<file path="src/rtl/ssd_scan_driver.sv">
`default_nettype none
// ============================================================================
// Module   : ssd_scan_driver
// Brief    : Double-buffered, time-multiplexed common-anode 4-digit
//            seven-segment driver with local per-digit blinking.
// Revision : 1.0 - initial release
// ============================================================================
module ssd_scan_driver #(
    parameter int REFRESH_DIV = 100000,
    parameter int BLINK_DIV   = 50000000
) (
    input  logic        clk,
    input  logic        rst,
    input  logic        en,
    input  logic [19:0] codes_in,
    input  logic [3:0]  blink_mask,
    output logic [3:0]  an,
    output logic [6:0]  seg,
    output logic        dp,
    output logic        frame_start
);

    localparam int c_REF_W = (REFRESH_DIV > 1) ? $clog2(REFRESH_DIV) : 1;
    localparam int c_BLK_W = (BLINK_DIV > 1) ? $clog2(BLINK_DIV) : 1;
    localparam logic [c_REF_W-1:0] c_REF_LAST = c_REF_W'(REFRESH_DIV - 1);
    localparam logic [c_BLK_W-1:0] c_BLK_LAST = c_BLK_W'(BLINK_DIV - 1);
    localparam logic [19:0]        c_BLANK_FRAME = {4{5'h10}};

    logic [c_REF_W-1:0] r_ref_cnt;
    logic [c_BLK_W-1:0] r_blk_cnt;
    logic               r_phase;
    logic [1:0]         r_index;
    logic [19:0]        r_codes;
    logic [3:0]         r_mask;
    logic               r_prime;
    logic [3:0]         r_an;
    logic [6:0]         r_seg;
    logic               r_frame_start;

    logic               w_ref_wrap;
    logic               w_blk_wrap;
    logic               w_load;
    logic [4:0]         w_code;
    logic               w_blank;
    logic [6:0]         w_lut_seg;

    assign w_ref_wrap = (r_ref_cnt == c_REF_LAST);
    assign w_blk_wrap = (r_blk_cnt == c_BLK_LAST);
    // Shadow loads only at a frame boundary so a scan never mixes two frames.
    assign w_load     = r_prime || (w_ref_wrap && (r_index == 2'd3));
    assign w_code     = r_codes[r_index*5 +: 5];
    assign w_blank    = !en || (r_mask[r_index] && !r_phase);

    always_comb begin
        w_lut_seg = 7'h7F;
        case (w_code)
            5'h00: w_lut_seg = 7'h40;
            5'h01: w_lut_seg = 7'h79;
            5'h02: w_lut_seg = 7'h24;
            5'h03: w_lut_seg = 7'h30;
            5'h04: w_lut_seg = 7'h19;
            5'h05: w_lut_seg = 7'h12;
            5'h06: w_lut_seg = 7'h02;
            5'h07: w_lut_seg = 7'h78;
            5'h08: w_lut_seg = 7'h00;
            5'h09: w_lut_seg = 7'h10;
            5'h0A: w_lut_seg = 7'h08;
            5'h0B: w_lut_seg = 7'h03;
            5'h0C: w_lut_seg = 7'h46;
            5'h0D: w_lut_seg = 7'h21;
            5'h0E: w_lut_seg = 7'h06;
            5'h0F: w_lut_seg = 7'h0E;
            5'h11: w_lut_seg = 7'h3F;
            5'h12: w_lut_seg = 7'h47;
            5'h13: w_lut_seg = 7'h0C;
            5'h14: w_lut_seg = 7'h2B;
            5'h15: w_lut_seg = 7'h41;
            default: w_lut_seg = 7'h7F;
        endcase
    end

    // Counters free-run regardless of en so scan and blink stay continuous.
    always_ff @(posedge clk or posedge rst) begin
        if (rst) begin
            r_ref_cnt     <= '0;
            r_blk_cnt     <= '0;
            r_phase       <= 1'b1;
            r_index       <= 2'd0;
            r_codes       <= c_BLANK_FRAME;
            r_mask        <= 4'b0000;
            r_prime       <= 1'b1;
            r_an          <= 4'b1111;
            r_seg         <= 7'h7F;
            r_frame_start <= 1'b0;
        end else begin
            r_ref_cnt <= w_ref_wrap ? '0 : r_ref_cnt + 1'b1;
            if (w_ref_wrap) begin
                r_index <= r_index + 2'd1;
            end

            r_blk_cnt <= w_blk_wrap ? '0 : r_blk_cnt + 1'b1;
            if (w_blk_wrap) begin
                r_phase <= ~r_phase;
            end

            r_prime       <= 1'b0;
            r_frame_start <= w_load;
            if (w_load) begin
                r_codes <= codes_in;
                r_mask  <= blink_mask;
            end

            r_an  <= en ? ~(4'b0001 << r_index) : 4'b1111;
            r_seg <= w_blank ? 7'h7F : w_lut_seg;
        end
    end

    assign an          = r_an;
    assign seg         = r_seg;
    assign dp          = 1'b1;
    assign frame_start = r_frame_start;

endmodule
`default_nettype wire

</file>
<file path="config.mk">
export PLATFORM = sky130hd
export DESIGN_NAME = ssd_scan_driver
export DESIGN_NICKNAME = d
export VERILOG_FILES = /design/src/rtl/ssd_scan_driver.sv
export SDC_FILE = /design/constraint.sdc
export NUM_CORES = 1
export LEC_CHECK = 0
export BUFFER_PORTS_ARGS = -buffer_cell sky130_fd_sc_hd__buf_4
export CORE_MARGIN = 2
export CORE_UTILIZATION = 50
export DETAILED_ROUTE_END_ITERATION = 10
export PLACE_DENSITY = 0.69
export SLEW_MARGIN = 20
export SYNTH_ARGS = -nofsm -noshare
export SYNTH_HDL_FRONTEND = slang
export SYNTH_SLANG_ARGS = --single-unit
</file>
<file path="constraint.sdc">
create_clock -name clk -period 3.2 [get_ports clk]
set_input_delay 0.64 -clock clk [delete_from_list [all_inputs] [get_ports clk]]
set_output_delay 0.64 -clock clk [all_outputs]
set_load 0.03 [all_outputs]
</file>
## Word level (Yosys, flattened, before mapping)

Memory sizes are Yosys's and may differ from the RTL's.
Cells that the tools add are included.

| cells by class | value |
|---|---|
| $add $sub $neg | 3 |
| shifts and indexed selects | 2 |
| mux-type cells | 6 |
| multiply operators | 1 |
| equality and inequality tests | 3 |
| bitwise logic cells | 2 |
| reductions and logical operators | 6 |
| order comparisons | 1 |

Operators with widths:

| cell | count |
|---|---|
| adder 26 x 1 -> 26 bit, second input constant | 1 |
| equality test 26 bit, second input constant | 1 |
| 2-to-1 mux 26 bit | 1 |
| variable part select 20 x 6 -> 5 bit | 1 |
| adder 17 x 1 -> 17 bit, second input constant | 1 |
| equality test 17 bit, second input constant | 1 |
| 2-to-1 mux 17 bit | 1 |
| 2-to-1 mux 7 bit | 1 |
| multiplier 2 x 3 -> 5 bit, second input constant | 1 |
| 2-to-1 mux 4 bit | 1 |
| NOT 4 bit | 1 |
| left shift 1 x 2 -> 4 bit, first input constant | 1 |
| < comparator 2 x 3 -> 1 bit, second input constant | 1 |
| adder 2 x 1 -> 2 bit, second input constant | 1 |
| binary-select mux 1 bit (select 2 bit) | 1 |
| equality test 2 bit, second input constant | 1 |
| logical AND 1 bit | 2 |
| zero test 1 bit | 2 |
| logical OR 1 bit | 2 |
| 2-to-1 mux 1 bit | 1 |
| NOT 1 bit | 1 |

| word-level totals | value |
|---|---|
| word-level logic and storage cells | 35 |
| bits of input ports | 27 |
| memory bits (read-only) | 224 |
| bits in registers | 83 |
| output and inout bits | 13 |
| memories | 1 |

Memories:

| name | words | bits a word | read ports | clocked after Yosys merged registers in | wr ports | line | RTL |
|---|---|---|---|---|---|---|---|
| (name not given) | 32 | 7 | 1 | 0 | 0 | 56 | `case (w_code)` |

## Longest topological paths before layout

| depth | value |
|---|---|
| word-level depth | 5 |
| gate-level depth with buffers | 8 |
| gate-level depth less buffers | 7 |

## Worst setup path after synthesis

OpenSTA, ideal clock, no wires.

| path | value |
|---|---|
| path kind | reg2reg |
| from | reg r_index[1] |
| to | reg r_seg[1] (netlist: seg[1]) |
| required time | 3.117 ns |
| arrival time | 2.053 ns |
| slack | 1.064 ns |
| setup time | 0.083 ns |
| buffers on the path | 1 |
| period minus slack after synthesis | 2.136 ns |
| cell stages (with the launch flop) | 8 |
| cell sequence | dfrtp_1 > buf_2 > mux4_2 > inv_1 > ha_1 > o21ai_0 > a21oi_1 > o32a_1 |

| between the ends | value |
|---|---|
| longest elaborated chain between the ends | 5 |
| elaborated cells on any way between the ends | 8 |
| classes of those cells | mul (1); shift (1); mux (3); reduce/logical (2); memory (1) |

RTL lines:

| item | line | RTL |
|---|---|---|
| from (decl) | 32 | `logic [1:0] r_index;` |
| from (signal assigned) | 98 | `r_index <= r_index + 2'd1;` |
| branches (longest 4 deep; another with memory (32 x 7 bit)) | n/a |  |
| 2-to-1 mux 7 bit * | 114 | `r_seg <= w_blank ? 7'h7F : w_lut_seg;` |
| to (signal assigned) | 114 |  |
| to (decl) | 37 | `logic [6:0] r_seg;` |

Mark *: on every way between the ends. The select of a mux whose other input is x is not followed.
A chain may end at the register's enable or synchronous reset.

## Final worst setup path

Ends and elaborated chain as after synthesis.

==> impl_results.md <==
- DR WL/cell: 15.4 microns
- Initial Util: 0.510
- Fin crit share: 0.740
- Post-Synth Adder-Cell Area: 0.0452
- Top-count cell post-synth: dfrtp_1
- Cell Int Power: 1640 uW
- Setup Skew: about 12 ps
- Layout cells sized above 1: 0.234
- Placed Area: 4530 sq um
- Drc violations: 0
- Diodes inserted: 0
- CP required: around 3500 ps
- Flops & latches, synth: 83
- Prevailing post-synth register cell: dfrtp_1
- Post-CTS Setup Inserts: 0
- CP Cell Sequence: mux4_2 > inv_1 > ha_1 > o21ai_0 > a21oi_1 > o32a_1
- Compound-Gate Fraction of Synth Area: 0.0715
- Headroom to the max-slew limit: 0.381
- Cell area after synthesis: around 4100 sq um
- CTS max path bufs: 2
- RD Place Congestion: between 0.8 and 0.9
- Commonest cells in the netlist: 66 x dfrtp_1, 22 x nand2_1, 21 x nor2_1, 19 x mux2_1, 17 x dfstp_2
- Mux share of post-synthesis cell area: 0.121
- Yosys cell types: 49
- Final min period: 2370 ps
- Critical Path End Type: flip-flop
- Yosys top cell area share: 0.398
- Syn Area/Cell: 11.6 sq um
- Synth warn: 0
- Logic pwr share: 0.106
- Non-Filler Instances: ~510
- Global-route usage over all layers: 0.189
- Worst Max-Slew Pin Slew: 925 ps
- Dpl cells: 491
- First-pass GRT wire length: 13.2 mm
- Global route overflow: 0
- Chip width: 95.1 microns
- Worst Hold Class: in2async
- Status: completed
- Setup TNS: 0 ps
- Inserted Clock Buffers: 9
- Via count of the first global-routing pass: 2695
- Die Span Y: about 95 microns
- Maximum VDD drop: 0.260 mV
- Fin nets: roughly 440
- MaxCap Viol Count: 0
- Row count: 33
- Post-detailed-route count of antenna-violating nets: 0
- CP delay by family, top: multiplexers
- Cts hold-fix bufs: 0
- Die ar.: between 9000 and 10000 sq um
- Syn-to-layout area delta: 14.4%
- Crit path kind: reg2reg
- Fin. Hold Viols: 0
- Sink Count: 83
- Switch share: 0.243
- Port bufs: 38
- Syn nets: 401
- Clock-pin slew on the worst setup and hold paths: 90 ps
- Core area: 8130 sq um
- Crit path arrival time: 2640 ps
- Top cells by area, synth: dfrtp_1 40%, dfstp_2 11%, mux2_1 5.2%
- CP Max Fanout: 10
- Via Count: 2808
- Worst Path Buf+Inv: 1
- Worst skew pair latency: 350 ps
- Switching Power: 528 uW
- RSZ-0062 raised after global routing: no
- Post-cts sizing count: 0
- CTS tree: yes
- Largest stage delay, worst path: about 640 ps
- Sequential fraction of design power: 0.516
- Critical Path Source Type: flip-flop
- Fraction of synthesized cell area in xor and xnor cells: 0.0612
- Async SR Flop Fraction: 1.00
- F_max: between 400 and 500 MHz
- Post-synth EDFFs: 0
- Register area share after synthesis: 0.506
- DRT Pass-1 Iters: 5
- Largest family of logic cells by synthesized area: simple AND/OR/NAND/NOR gates
- Setup-failing EPs final: 0
- Largest net degree at the start of global routing: 43
- Synth Instances: 359
- H-tree depth: 3
- Root Buffer: clkbuf_8
- Detailed placement HPWL: 5.50 mm
- Static Leakage: 0.00200 uW
- Initial drt markers: 100
- Final core utilization: 0.583
- Via/cell ratio: approximately 5.5
- Finished layout cell area: 4740 sq um
- Post-Synth Simple-Gate Area: 0.161
- Synth area leader: dfrtp_1
- Final WL: 7.81 mm
- Initial antenna violation count: 0
- Clock power frac: 0.378
- Power Dens Cells: 458 nW/um^2
- I/O pins: 40
- Critical Path Slowest Stage Cell: mux4_2
- Final Max Slew Viols: 0
## power groups by stage
stage / Clock (uW) / Sequential (uW) / Combinational [uW]
floorplan: 0 / 1150 / 142
finish: 822 / 1120 / 229
CTS: 836 / 1120 / 231
global placement: 0 / 1140 / 226
global route: 885 / 1130 / 254
detailed placement: 0 / 1140 / 231
## sequential cells by signal, indices dropped and copies added (netlist names)
register,cells
r_index,2
an,4
r_phase,1
frame_start,1
r_blk_cnt,26
r_codes,20
r_prime,1
seg,7
r_ref_cnt,17
r_mask,4
## path summary, 6_finish.rpt
| check | start | to | slack [ps] | depth (start not counted) |
|---|---|---|---|---|
| worst min register to register | r_ref_cnt[0]$_DFF_PP0_ | r_ref_cnt[0]$_DFF_PP0_ | 480 | 1 |
| worst max-delay path | r_index[1]$_DFFE_PP0N_ | seg[1]$_DFF_PP1_ | 830 | 6 |
| worst max register to register | r_index[1]$_DFFE_PP0N_ | seg[1]$_DFF_PP1_ | 830 | 6 |
| min in group clk | en | an[1]$_DFF_PP1_ | 450 | 2 |
| worst min-delay path | rst | r_ref_cnt[3]$_DFF_PP0_ | 390 | 2 |
| max in group asynchronous | rst | seg[0]$_DFF_PP1_ | 2100 | 3 |
## per-layer routing
metal | routed length (microns) | vias to the layer above | GRT usage
met5 | 0 | - | 0
met4 | 69 | 0 | 0.0664
met3 | 264 | 7 | 0.0300
met2 | 3780 | 54 | 0.299
met1 | 3690 | 1388 | 0.266
li1 | - | 1359 | -
## stage by stage
step	total power, uW	hold WS, ps	setup slack, ps
floorplan	1290	448	451
global placement	1360	459	926
global route	2260	433	687
CTS	2190	404	823
finish	2170	387	833
detailed placement	1370	477	860
## cells in the final DEF (no fill, tap or decap), types with 4 or more instances in the layout
master	count
o32a_1	4
xnor2_1	14
or3_1	6
a21oi_1	14
mux2_2	8
o31ai_1	6
nand4_1	12
nor2_1	21
and4_1	5
buf_4	41
xor2_1	15
nor3_1	6
nand3_1	13
ha_1	15
dfstp_2	17
clkinv_2	4
mux2_1	19
or4_1	8
nand2_1	22
o21ai_0	9
clkbuf_8	9
dfrtp_1	66
inv_1	13
nand2b_1	6
nor2b_1	5
mux2i_1	4
mux4_2	7
## cell type report
cell class / instances / area [sq um]
fillers: 667 / 3390
flip-flops and latches: 83 / 2100
multi-input cells: 247 / 1920
repair buffers: 42 / 328
well taps: 105 / 131
clock buffers: 9 / 124
clock inverters: 7 / 92.6
inverters: 14 / 53.8
## cell families after synthesis
logic type	Yosys count
AND/OR/NAND/NOR	120
multiplexers	38
adder cells (fa/ha/maj)	15
flip-flops	83
buffers and inverters	29
AO/OA/AOI/OAI	43
XOR/XNOR	29
other	2
No activity file was read; power rests on OpenSTA's default activity.
